===== src/rtl/vga_scanout.sv =====
// vga_scanout: scans a 160x120 3-bit pixel RAM out as 640x480@60 VGA with 4x4 scaling, 2-tick pipeline.
// Optional colour-bar source selected by TEST_MODE when VGA_TEST_PATTERN_EN is defined.
module vga_scanout #(
  parameter int H_ACTIVE = 640,
  parameter int H_FP     = 16,
  parameter int H_SYNC   = 96,
  parameter int H_BP     = 48,
  parameter int V_ACTIVE = 480,
  parameter int V_FP     = 10,
  parameter int V_SYNC   = 2,
  parameter int V_BP     = 33
) (
  input  logic        CLOCK_50,
  input  logic        RESET,
  output logic [14:0] MEM_ADDR,
  input  logic [2:0]  MEM_DATA,
  input  logic        TEST_MODE,
  output logic [7:0]  VGA_R,
  output logic [7:0]  VGA_G,
  output logic [7:0]  VGA_B,
  output logic        VGA_HS,
  output logic        VGA_VS,
  output logic        VGA_BLANK_N,
  output logic        VGA_SYNC_N,
  output logic        VGA_CLK,
  output logic        FRAME_START
);

  localparam logic [9:0] H_ACT    = 10'(H_ACTIVE);
  localparam logic [9:0] H_LAST   = 10'(H_ACTIVE + H_FP + H_SYNC + H_BP - 1);
  localparam logic [9:0] HS_START = 10'(H_ACTIVE + H_FP);
  localparam logic [9:0] HS_END   = 10'(H_ACTIVE + H_FP + H_SYNC);
  localparam logic [9:0] V_ACT    = 10'(V_ACTIVE);
  localparam logic [9:0] V_LAST   = 10'(V_ACTIVE + V_FP + V_SYNC + V_BP - 1);
  localparam logic [9:0] VS_START = 10'(V_ACTIVE + V_FP);
  localparam logic [9:0] VS_END   = 10'(V_ACTIVE + V_FP + V_SYNC);

  logic        phase_q;
  logic        tick;
  logic [9:0]  hcount_q, hcount_d;
  logic [9:0]  vcount_q, vcount_d;

  logic        s1_vis_d, s1_hs_d, s1_vs_d, s1_first_d;
  logic [14:0] s1_addr_d;
  logic        s1_vis_q, s1_hs_q, s1_vs_q, s1_first_q;
  logic [14:0] s1_addr_q;

  logic [2:0]  pix_d;
  logic [2:0]  rgb_q;
  logic        hs_q, vs_q, blank_q, fs_q;

  // Every second CLOCK_50 is a pixel tick; state advances only then.
  assign tick = phase_q;

  always_comb begin
    hcount_d = hcount_q + 10'd1;
    vcount_d = vcount_q;
    if (hcount_q == H_LAST) begin
      hcount_d = '0;
      vcount_d = (vcount_q == V_LAST) ? '0 : vcount_q + 10'd1;
    end
  end

  always_comb begin
    s1_vis_d   = (hcount_q < H_ACT) && (vcount_q < V_ACT);
    s1_hs_d    = !((hcount_q >= HS_START) && (hcount_q < HS_END));
    s1_vs_d    = !((vcount_q >= VS_START) && (vcount_q < VS_END));
    s1_first_d = (hcount_q == '0) && (vcount_q == '0);
    s1_addr_d  = s1_vis_d ? {vcount_q[8:2], hcount_q[9:2]} : '0;
  end

`ifdef VGA_TEST_PATTERN_EN
  logic [2:0] s1_bar_d, s1_bar_q;

  // Eight equal-width bars across the visible line, bar 0 black.
  always_comb begin
    s1_bar_d = '0;
    for (int i = 1; i < 8; i++) begin
      if (hcount_q >= 10'(i * (H_ACTIVE / 8))) s1_bar_d = 3'(i);
    end
  end

  always_ff @(posedge CLOCK_50) begin
    if (RESET) s1_bar_q <= '0;
    else if (tick) s1_bar_q <= s1_bar_d;
  end

  assign pix_d = TEST_MODE ? s1_bar_q : MEM_DATA;
`else
  logic test_mode_unused;
  assign test_mode_unused = TEST_MODE;
  assign pix_d = MEM_DATA;
`endif

  always_ff @(posedge CLOCK_50) begin
    if (RESET) begin
      phase_q    <= 1'b0;
      hcount_q   <= '0;
      vcount_q   <= '0;
      s1_vis_q   <= 1'b0;
      s1_hs_q    <= 1'b1;
      s1_vs_q    <= 1'b1;
      s1_first_q <= 1'b0;
      s1_addr_q  <= '0;
      rgb_q      <= '0;
      hs_q       <= 1'b1;
      vs_q       <= 1'b1;
      blank_q    <= 1'b0;
      fs_q       <= 1'b0;
    end else begin
      phase_q <= ~phase_q;
      fs_q    <= 1'b0;
      if (tick) begin
        hcount_q   <= hcount_d;
        vcount_q   <= vcount_d;
        s1_vis_q   <= s1_vis_d;
        s1_hs_q    <= s1_hs_d;
        s1_vs_q    <= s1_vs_d;
        s1_first_q <= s1_first_d;
        s1_addr_q  <= s1_addr_d;
        rgb_q      <= s1_vis_q ? pix_d : 3'b000;
        hs_q       <= s1_hs_q;
        vs_q       <= s1_vs_q;
        blank_q    <= s1_vis_q;
        fs_q       <= s1_first_q;
      end
    end
  end

  assign MEM_ADDR    = s1_addr_q;
  assign VGA_R       = {8{rgb_q[2]}};
  assign VGA_G       = {8{rgb_q[1]}};
  assign VGA_B       = {8{rgb_q[0]}};
  assign VGA_HS      = hs_q;
  assign VGA_VS      = vs_q;
  assign VGA_BLANK_N = blank_q;
  assign VGA_SYNC_N  = 1'b0;
  assign VGA_CLK     = phase_q;
  assign FRAME_START = fs_q;

endmodule


===== config.mk =====
export PLATFORM = sky130hd
export DESIGN_NAME = vga_scanout
export DESIGN_NICKNAME = d
export VERILOG_FILES = /design/src/rtl/vga_scanout.sv
export SDC_FILE = /design/constraint.sdc
export NUM_CORES = 1
export LEC_CHECK = 0
export BUFFER_PORTS_ARGS = -buffer_cell sky130_fd_sc_hd__buf_2
export CAP_MARGIN = 5
export CELL_PAD_IN_SITES_DETAIL_PLACEMENT = 2
export CELL_PAD_IN_SITES_GLOBAL_PLACEMENT = 2
export CORE_ASPECT_RATIO = 0.5
export CORE_MARGIN = 10
export CORE_UTILIZATION = 28
export DETAILED_ROUTE_END_ITERATION = 7
export PLACE_DENSITY = 0.71
export SYNTH_ARGS = -nofsm -noshare
export SYNTH_HDL_FRONTEND = slang
export SYNTH_SLANG_ARGS = --single-unit

===== constraint.sdc =====
create_clock -name CLOCK_50 -period 1.86 [get_ports CLOCK_50]
set_input_delay 0.372 -clock CLOCK_50 [delete_from_list [all_inputs] [get_ports CLOCK_50]]
set_output_delay 0.372 -clock CLOCK_50 [all_outputs]
set_load 0.05 [all_outputs]

==> impl_metrics.json, run 1 <==
{
  "worstMarginPinSlew_ps": 1050,
  "die_w_um": 143,
  "grt_pass1_wl_mm": 9.79,
  "root_buffer": "clkbuf_16",
  "ant_nets": 0,
  "synth_edf_count": 0,
  "start_util_pct": 28.7,
  "syn_area_per_cell_um2": 9.34,
  "cp_slowest_cell": "or4_2",
  "clock.fmax_mhz": 568,
  "numClockSinks": 47,
  "netlist_instances": 225,
  "first_pass_iters": 4,
  "power.leakage_nw": 1.14,
  "fin_crit_sh_pct": 94.7,
  "yosysWarnings": 0,
  "clock_skew_ps": 3.40,
  "path_class": "reg -> reg",
  "area_growth_pct": 24.1,
  "gr-total-overflow": 0,
  "start_kind": "flop",
  "insertedDiodeCount": 0,
  "htreeDepth": 2,
  "synth_top_area_cell": "dfxtp_1",
  "min_period_ps": 1760,
  "final_max_slew_viol_count": 0,
  "setup_viol": 0,
  "routed_via_density": 4.80,
  "rrSetupSlack_ps": 100,
  "synthesis.nets": 235,
  "total_power_w": 0.00221,
  "synthDistinctLibCells": 38,
  "crit_path_max_incr_delay_ps": 550,
  "core_um2": 7320,
  "io_pins": 51,
  "min-delay-path-class": "in -> reg",
  "grt_pass1_vias": 1860,
  "fin_nets": 279,
  "relSlewSlack_pct": 29.7,
  "synth_top_area_share_pct": 44.8,
  "grt_max_degree": 24,
  "crit_path_max_fanout": 3,
  "wl_mm": 6.12,
  "drv_cap": 0,
  "power.density_nw_per_um2": 849,
  "synth_seq_area_share_pct": 44.8,
  "cts.path.max_buffers": 2,
  "first_iter_violations": 84,
  "synth_area_um2": 2100,
  "place_hpwl_mm": 4.56,
  "final_common_cell": "buf_2",
  "hold_viol_final": 0,
  "grt_usage_pct": 10.5,
  "crit_required_ps": 2020,
  "postCtsHoldBufs": 0,
  "antenna_found_initial": 0,
  "io_buffer_count": 48,
  "cp-end-kind": "flop",
  "cts_buffers": 5,
  "clk_pin_slew_worst_paths_ps": 60,
  "insertion_delay_ps": 290,
  "routabilityCongestion": 0.785,
  "vdd_drop_max_mv": 0.338,
  "synth_area_leaders": "dfxtp_1 (45%), buf_4 (8.2%), a22o_1 (5.8%), nor2_1 (3.9%), xnor2_1 (2.9%)",
  "ys_ff_latch": 47,
  "dieArea_um2": 11600,
  "synthArstFlopShare_pct": 0,
  "cts_tree": "built",
  "layout_common_cells": "buf_2 (48), dfxtp_1 (45), buf_4 (24), nor2_1 (22), a22o_1 (14)",
  "die_h_um": 81.3,
  "via_count": 1758,
  "final_layout_size_suffix_gt1_share_pct": 33.7,
  "crit_chain": "ha_2 -> nand4_1 -> buf_4 -> or4_2 -> xor2_1 -> nor2_1",
  "arrival_ps": 1930,
  "fin_util_pct": 35.6,
  "rows": 22,
  "routedWlPerCell_um": 16.7,
  "drcViolationCount": 0,
  "synth-main-ff-cell": "dfxtp_1",
  "outcome": "finished clean"
}
## final cells by class
type	count	area (um^2)
repair buffers	72	420
inverters	8	30.0
flip-flops and latches	47	946
clock buffers	7	133
fillers	825	4710
clock inverters	1	30.0
multi-input cells	135	930
well taps	96	120
## power breakdown
| part | total, W | switching [W] | internal (W) |
|---|---|---|---|
| logic | 0.000173 | 0.000130 | 0.0000429 |
| clock network | 0.00101 | 0.000372 | 0.000636 |
| registers | 0.00103 | 0.0000130 | 0.00102 |
## critical path, delay by kind of cell, from the launching register on
| family | cells | cell delay [ps] |
|---|---|---|
| simple gates | 3 | 730 |
| flops | 1 | 350 |
| fa+ha+maj | 1 | 200 |
| xor+xnor | 1 | 190 |
| buf+inv | 1 | 170 |
## cells by family after synthesis
group / Yosys count / share of synthesized area (%)
buffers and inverters: 43 / 11.9
and+or+nand+nor: 80 / 22.0
DFF: 47 / 44.8
muxes: 3 / 1.43
adders and majority gates: 4 / 2.38
other: 1 / 0.178
xor gates and xnor gates: 14 / 5.83
AOI/OAI and AO/OA: 33 / 11.5
## cell usage after synthesis (6+ instances only)
library cell,instances
nor2_1,22
xor2_1,7
nand2b_1,6
dfxtp_1,47
clkbuf_1,9
a22o_1,14
nand3_1,12
nand4_1,6
inv_1,8
xnor2_1,7
buf_4,23
a21oi_1,9
## final timing paths
check                            startpoint     endpoint  cells after the start
worst max-delay path            hcount_q[0]  vcount_q[4]                      6
worst min-delay path            MEM_DATA[1]     rgb_q[1]                      3
worst max register to register  hcount_q[0]  vcount_q[4]                      6
worst min register to register   s1_first_q  FRAME_START                      2
## flip-flops by register name, indices dropped and copies added (netlist names), 3 cells and up
signal    cells
hcount_q     10
MEM_ADDR     15
vcount_q     10
rgb_q         3
## what timing repair did
item,4_1_cts,5_1_grt
pin swaps,0,2
resized for setup,2,1
endpoints found under the hold margin,0,0
setup endpoints to repair,1,2
setup buffers,0,1
## per-stage QoR
| step | std cells | setup slack [ps] | area [um^2] | setup TNS [ps] | hold WS [ps] |
|---|---|---|---|---|---|
| finish | 366 | 98.5 | 2610 | 0 | 356 |
| global route | 366 | -1.94 | 2610 | -1.94 | 369 |
| CTS | 365 | 40.8 | 2580 | 0 | 352 |
| detailed placement | 357 | 18.0 | 2420 | 0 | 439 |
| global placement | 357 | 64.1 | 2420 | 0 | 428 |
| floorplan | 225 | 63.6 | 2110 | 0 | 409 |
## layer usage
metal / share of wire (%) / global-route usage (%)
met5: 0 / 0
met3: 5.4 / 2.85
met4: 1.2 / 3.68
met2: 49 / 18.7
met1: 44 / 12.1
Note: power is estimated with default switching activity, not from simulation.
==> run 2: changes to the inputs <==
- RECOVER_POWER: not set -> 25
- clock period: 1.86 -> 1.6 ns (I/O delays scaled with it)
==> run 2 against run 1 <==
The run now ends with negative setup slack left. Global-route usage increased by 1.9 points. First-iteration DRC count rose by 19%. Clock power hardly changed. Die area unchanged. Core utilization is 3.6 points higher. Cell area up 10%.
==> impl_metrics.json, run 2 (synthesized netlist as in run 1, its figures left out) <==
{
  "outcome": "finished, violations left",
  "violations": "negative setup slack",
  "path_class": "reg -> reg",
  "ant_nets": 0,
  "grt_pass1_wl_mm": 11.2,
  "arrival_ps": 2000,
  "root_buffer": "clkbuf_16",
  "fin_util_pct": 39.2,
  "routabilityCongestion": 0.825,
  "rsz0062_at_grt": "yes",
  "fill_cells": 803,
  "wl_mm": 7.47,
  "worst_hold_slack_ps": 303,
  "cts_buffers": 5,
  "hold_viol_final": 0,
  "dpl_cell_area_um2": 2500,
  "cp-end-kind": "flop",
  "fin_crit_sh_pct": 112,
  "rr_worst_depth": 5,
  "final_max_slew_viol_count": 0,
  "routedWlPerCell_um": 19.8,
  "crit_path_max_fanout": 4,
  "start_kind": "flop",
  "clock.fmax_mhz": 559,
  "die_h_um": 81.3,
  "hp-start": "MEM_DATA[2]",
  "vdd_drop_max_mv": 0.372,
  "dp_slack_ps": -136,
  "timing.rr.end": "vcount_q[7]",
  "ff_latch_area_um2": 956,
  "multi_input_area_um2": 1110,
  "gr-total-overflow": 0,
  "die_w_um": 143,
  "io_buffer_count": 48,
  "place_hpwl_mm": 4.93,
  "final_layout_size_suffix_gt1_share_pct": 41.8,
  "routed_via_density": 4.81,
  "drv_cap": 0,
  "rows": 22,
  "grt_max_degree": 24,
  "largest_reg_flops": 15,
  "insertion_delay_ps": 290,
  "grt_usage_pct": 12.4,
  "rrSetupSlack_ps": -190,
  "final_common_cell": "dfxtp_1",
  "worstMarginPinSlew_ps": 631,
  "setup_viol": 10,
  "core_um2": 7320,
  "area_growth_pct": 36.5,
  "min_period_ps": 1790,
  "clk_pin_slew_worst_paths_ps": 60,
  "layout_common_cells": "dfxtp_1 (37), buf_2 (36), buf_4 (32), nor2_1 (17)",
  "crit_required_ps": 1810,
  "cts.path.max_buffers": 2,
  "via_count": 1819,
  "postCtsHoldBufs": 0,
  "grt_pass1_vias": 2038,
  "r2r-start": "hcount_q[1]",
  "min-delay-path-class": "in -> reg",
  "power.leakage_nw": 1.23,
  "timing.final.ws_setup_ps": -187,
  "dieArea_um2": 11600,
  "fin_nets": 292,
  "first_iter_violations": 100,
  "holdPathEnd": "rgb_q[2]",
  "numClockSinks": 47,
  "finalSetupTns_ps": -798,
  "relSlewSlack_pct": 58.1,
  "min_path_cells": 3,
  "clock_skew_ps": 4.45,
  "cts_tree": "built",
  "htreeDepth": 2,
  "first_pass_iters": 4,
  "io_pins": 51,
  "power.density_nw_per_um2": 845,
  "drcViolationCount": 0,
  "finalInstanceArea_um2": 2870,
  "insertedDiodeCount": 0,
  "start_util_pct": 28.7,
  "antenna_found_initial": 0
}
run 2: metrics by stage:
step                total power (W)  instances
floorplan                   0.00140        225
global placement            0.00143        367
detailed placement          0.00144        367
CTS                         0.00243        377
global route                0.00253        378
finish                      0.00242        378
run 2: worst max path at each step:
| stage | from | to | slack [ps] | cells after the start |
|---|---|---|---|---|
| 6_report | hcount_q[1] | vcount_q[7] | -190 | 5 |
| 3_5_place_dp | hcount_q[0] | vcount_q[9] | -140 | 5 |
| 5_1_grt | hcount_q[0] | vcount_q[7] | -270 | 5 |
| 4_1_cts | hcount_q[1] | vcount_q[9] | -100 | 5 |
| 3_3_place_gp | hcount_q[6] | vcount_q[7] | -50 | 4 |
| 2_1_floorplan | hcount_q[3] | vcount_q[7] | -90 | 6 |
run 2: power by group:
| part | internal, W | switching (W) | total, W | leakage [nW] |
|---|---|---|---|---|
| Sequential | 0.00119 | 0.0000170 | 0.00120 | 0.385 |
| Combinational | 0.0000596 | 0.000162 | 0.000222 | 0.783 |
| Clock | 0.000572 | 0.000426 | 0.000998 | 0.0640 |
run 2: what timing repair did:
item / 4_1_cts / 5_1_grt
setup buffers: 3 / 1
resized for setup: 14 / 33
setup endpoints to repair: 13 / 19
pin swaps: 14 / 9
run 2: final cells by class:
cell class / instances / share of cell area [%]
Timing Repair Buffer: 85 / 18.1
Multi-Input combinational cell: 135 / 38.8
Inverter: 8 / 1.05
Sequential cell: 47 / 33.3
Clock buffer: 7 / 4.62
Tap cell: 96 / 4.19
run 2: worst max-delay path: stages (launching register included):
cell and delay [ps]:
dfxtp_2 350, ha_4 140, nand4_1 130, or4_4 590, or3_1 330, a21oi_1 160
run 2: routing by layer:
layer / GRT usage [%] / wire (um) / part of all wire, %
met3: 3.55 / 378 / 5.1
met1: 13.9 / 3080 / 41
met4: 5.52 / 165 / 2.2
met2: 21.8 / 3850 / 52
met5: 0 / 0 / 0
==> run 3: changes to the inputs <==
==> constraint.sdc (replaced) <==
create_clock -name CLOCK_50 -period 1.6 [get_ports CLOCK_50]
set_input_delay 0.08 -clock CLOCK_50 [delete_from_list [all_inputs] [get_ports CLOCK_50]]
set_output_delay 0.08 -clock CLOCK_50 [all_outputs]
set_load 0.05 [all_outputs]
==> run 3 against run 2 <==
The run still ends with negative setup slack left. Routed wire length shrank 1.4%. Sequential power barely moved. Sequential share of layout area increased by 0.23 points. Maximum frequency increased by 0.34%. Final cell count grew 0.79%. Core utilization down 0.17 points. Global-route usage increased by 0.23 points. Via count up 1.8%. Power is 15% higher. First-iteration DRC count fell by 22%. Critical endpoint is now vcount_q[9].
==> impl_metrics.json, run 3 (synthesized netlist as in run 1, its figures left out) <==
{
  "outcome": "finished, violations left",
  "violations": "negative setup slack",
  "worst_hold_slack_ps": 66.3,
  "rr_worst_depth": 5,
  "routedWlPerCell_um": 19.3,
  "timing.final.ws_setup_ps": -181,
  "clock_skew_ps": 6.28,
  "clkPwrFrac_pct": 48.7,
  "dieArea_um2": 11600,
  "worstMarginPinSlew_ps": 670,
  "min-delay-path-class": "in -> reg",
  "cp-end-kind": "flop",
  "die_w_um": 143,
  "hp-start": "MEM_DATA[1]",
  "crit_required_ps": 1820,
  "cts_tree": "built",
  "fin_nets": 294,
  "routed_via_density": 4.86,
  "hold_viol_final": 0,
  "min_period_ps": 1780,
  "insertedDiodeCount": 0,
  "numClockSinks": 47,
  "htreeDepth": 2,
  "drcViolationCount": 0,
  "rows": 22,
  "grt_max_degree": 19,
  "final_common_cell": "buf_4",
  "postCtsHoldBufs": 0,
  "ant_nets": 0,
  "layout_common_cells": "buf_4 (36), dfxtp_1 (35), buf_2 (32), nor2_1 (20), clkbuf_1 (16)",
  "antenna_found_initial": 0,
  "final_layout_size_suffix_gt1_share_pct": 41.1,
  "drv_cap": 0,
  "r2r-start": "hcount_q[0]",
  "multi_input_area_um2": 1030,
  "power.leakage_nw": 1.20,
  "start_util_pct": 28.7,
  "place_hpwl_mm": 4.96,
  "final_max_slew_viol_count": 0,
  "io_buffer_count": 48,
  "io_pins": 51,
  "crit_path_max_fanout": 4,
  "die_h_um": 81.3,
  "largest_reg_flops": 15,
  "core_um2": 7320,
  "clk_pin_slew_worst_paths_ps": 60,
  "intPower_w": 0.00215,
  "first_iter_violations": 78,
  "relSlewSlack_pct": 55.5,
  "path_class": "reg -> reg",
  "first_pass_iters": 4,
  "routabilityCongestion": 0.836,
  "start_kind": "flop",
  "gr-total-overflow": 0,
  "grt_usage_pct": 12.6,
  "wl_mm": 7.37,
  "rrSetupSlack_ps": -180,
  "insertion_delay_ps": 290,
  "cts_buffers": 5,
  "switching_power_w": 0.000646,
  "grt_pass1_vias": 2008,
  "via_count": 1852,
  "fin_crit_sh_pct": 111,
  "fin_util_pct": 39.0,
  "min_path_cells": 3,
  "holdPathEnd": "rgb_q[1]",
  "timing.rr.end": "vcount_q[9]",
  "p_comb_share_pct": 8.3,
  "arrival_ps": 2010,
  "fill_cells": 797,
  "switching_share_pct": 23.1,
  "setup_viol": 5,
  "rsz0062_at_grt": "yes",
  "power.density_nw_per_um2": 978,
  "root_buffer": "clkbuf_16",
  "ff_latch_area_um2": 958,
  "grt_pass1_wl_mm": 11.4,
  "cts.path.max_buffers": 2,
  "clock.fmax_mhz": 561,
  "vdd_drop_max_mv": 0.409,
  "area_growth_pct": 35.9,
  "sequentialPowerShare_pct": 43.0
}
==> run 3: cell count changes in the layout (fill, tap and decap cells not counted), sizes merged <==
cell,before,now
clkbuf,20,21
bufinv,0,2
inv,8,9
buf,72,71
==> run 3: critical path, stage by stage (launching register included) <==
cell and delay [ps]:
dfxtp_2 360, ha_4 140, nand4_1 140, or4_4 590
or3_4 350, a21oi_2 130
==> run 3: through the flow <==
stage	cells	instance area (um^2)	TNS (ps)	total power, W	setup WS [ps]
after CTS	381	2800	-125	0.00282	-68.6
after detailed placement	367	2500	-329	0.00145	-123
after global placement	367	2500	-66.8	0.00144	-34.5
after global routing	381	2860	-1500	0.00289	-268
final	381	2860	-494	0.00279	-181
after floorplan	225	2130	-173	0.00140	-86.5
==> run 3: power groups by stage <==
| stage | clock network [W] | logic, W | registers [W] |
|---|---|---|---|
| after detailed placement | 0 | 0.000220 | 0.00123 |
| after global routing | 0.00144 | 0.000247 | 0.00120 |
| after CTS | 0.00139 | 0.000227 | 0.00120 |
| after global placement | 0 | 0.000214 | 0.00122 |
| after floorplan | 0 | 0.000141 | 0.00126 |
| final | 0.00136 | 0.000231 | 0.00120 |
==> run 3: worst max path at each step <==
stage | from | to | slack [ps] | cells past startpoint
final | hcount_q[0] | vcount_q[9] | -180 | 5
after global routing | hcount_q[0] | vcount_q[7] | -270 | 5
after CTS | hcount_q[7] | vcount_q[9] | -70 | 4
after detailed placement | hcount_q[0] | vcount_q[7] | -120 | 5
after global placement | hcount_q[0] | vcount_q[7] | -30 | 5
after floorplan | hcount_q[3] | vcount_q[7] | -90 | 6
==> run 3: per-layer routing <==
metal / GRT usage (%) / up-vias / wire length (um)
li1: - / 873 / -
met1: 14.3 / 939 / 3230
met2: 22.8 / 31 / 3690
met3: 2.97 / 9 / 309
met4: 5.11 / 0 / 140
met5: 0 / - / 0
==> run 3: layout make-up <==
cell class	instances	area share (%)
Timing Repair Buffer	87	18.4
Multi-Input combinational cell	135	36.1
Clock inverter	3	2.32
Tap cell	96	4.20
Clock buffer	5	4.38
Sequential cell	47	33.6
Inverter	8	1.05
==> run 3: repair_timing <==
item / CTS / global route
resized for setup: 16 / 18
gates cloned: 0 / 0
endpoints found under the setup margin: 9 / 34
setup buffers: 6 / 3
pin swaps: 6 / 7
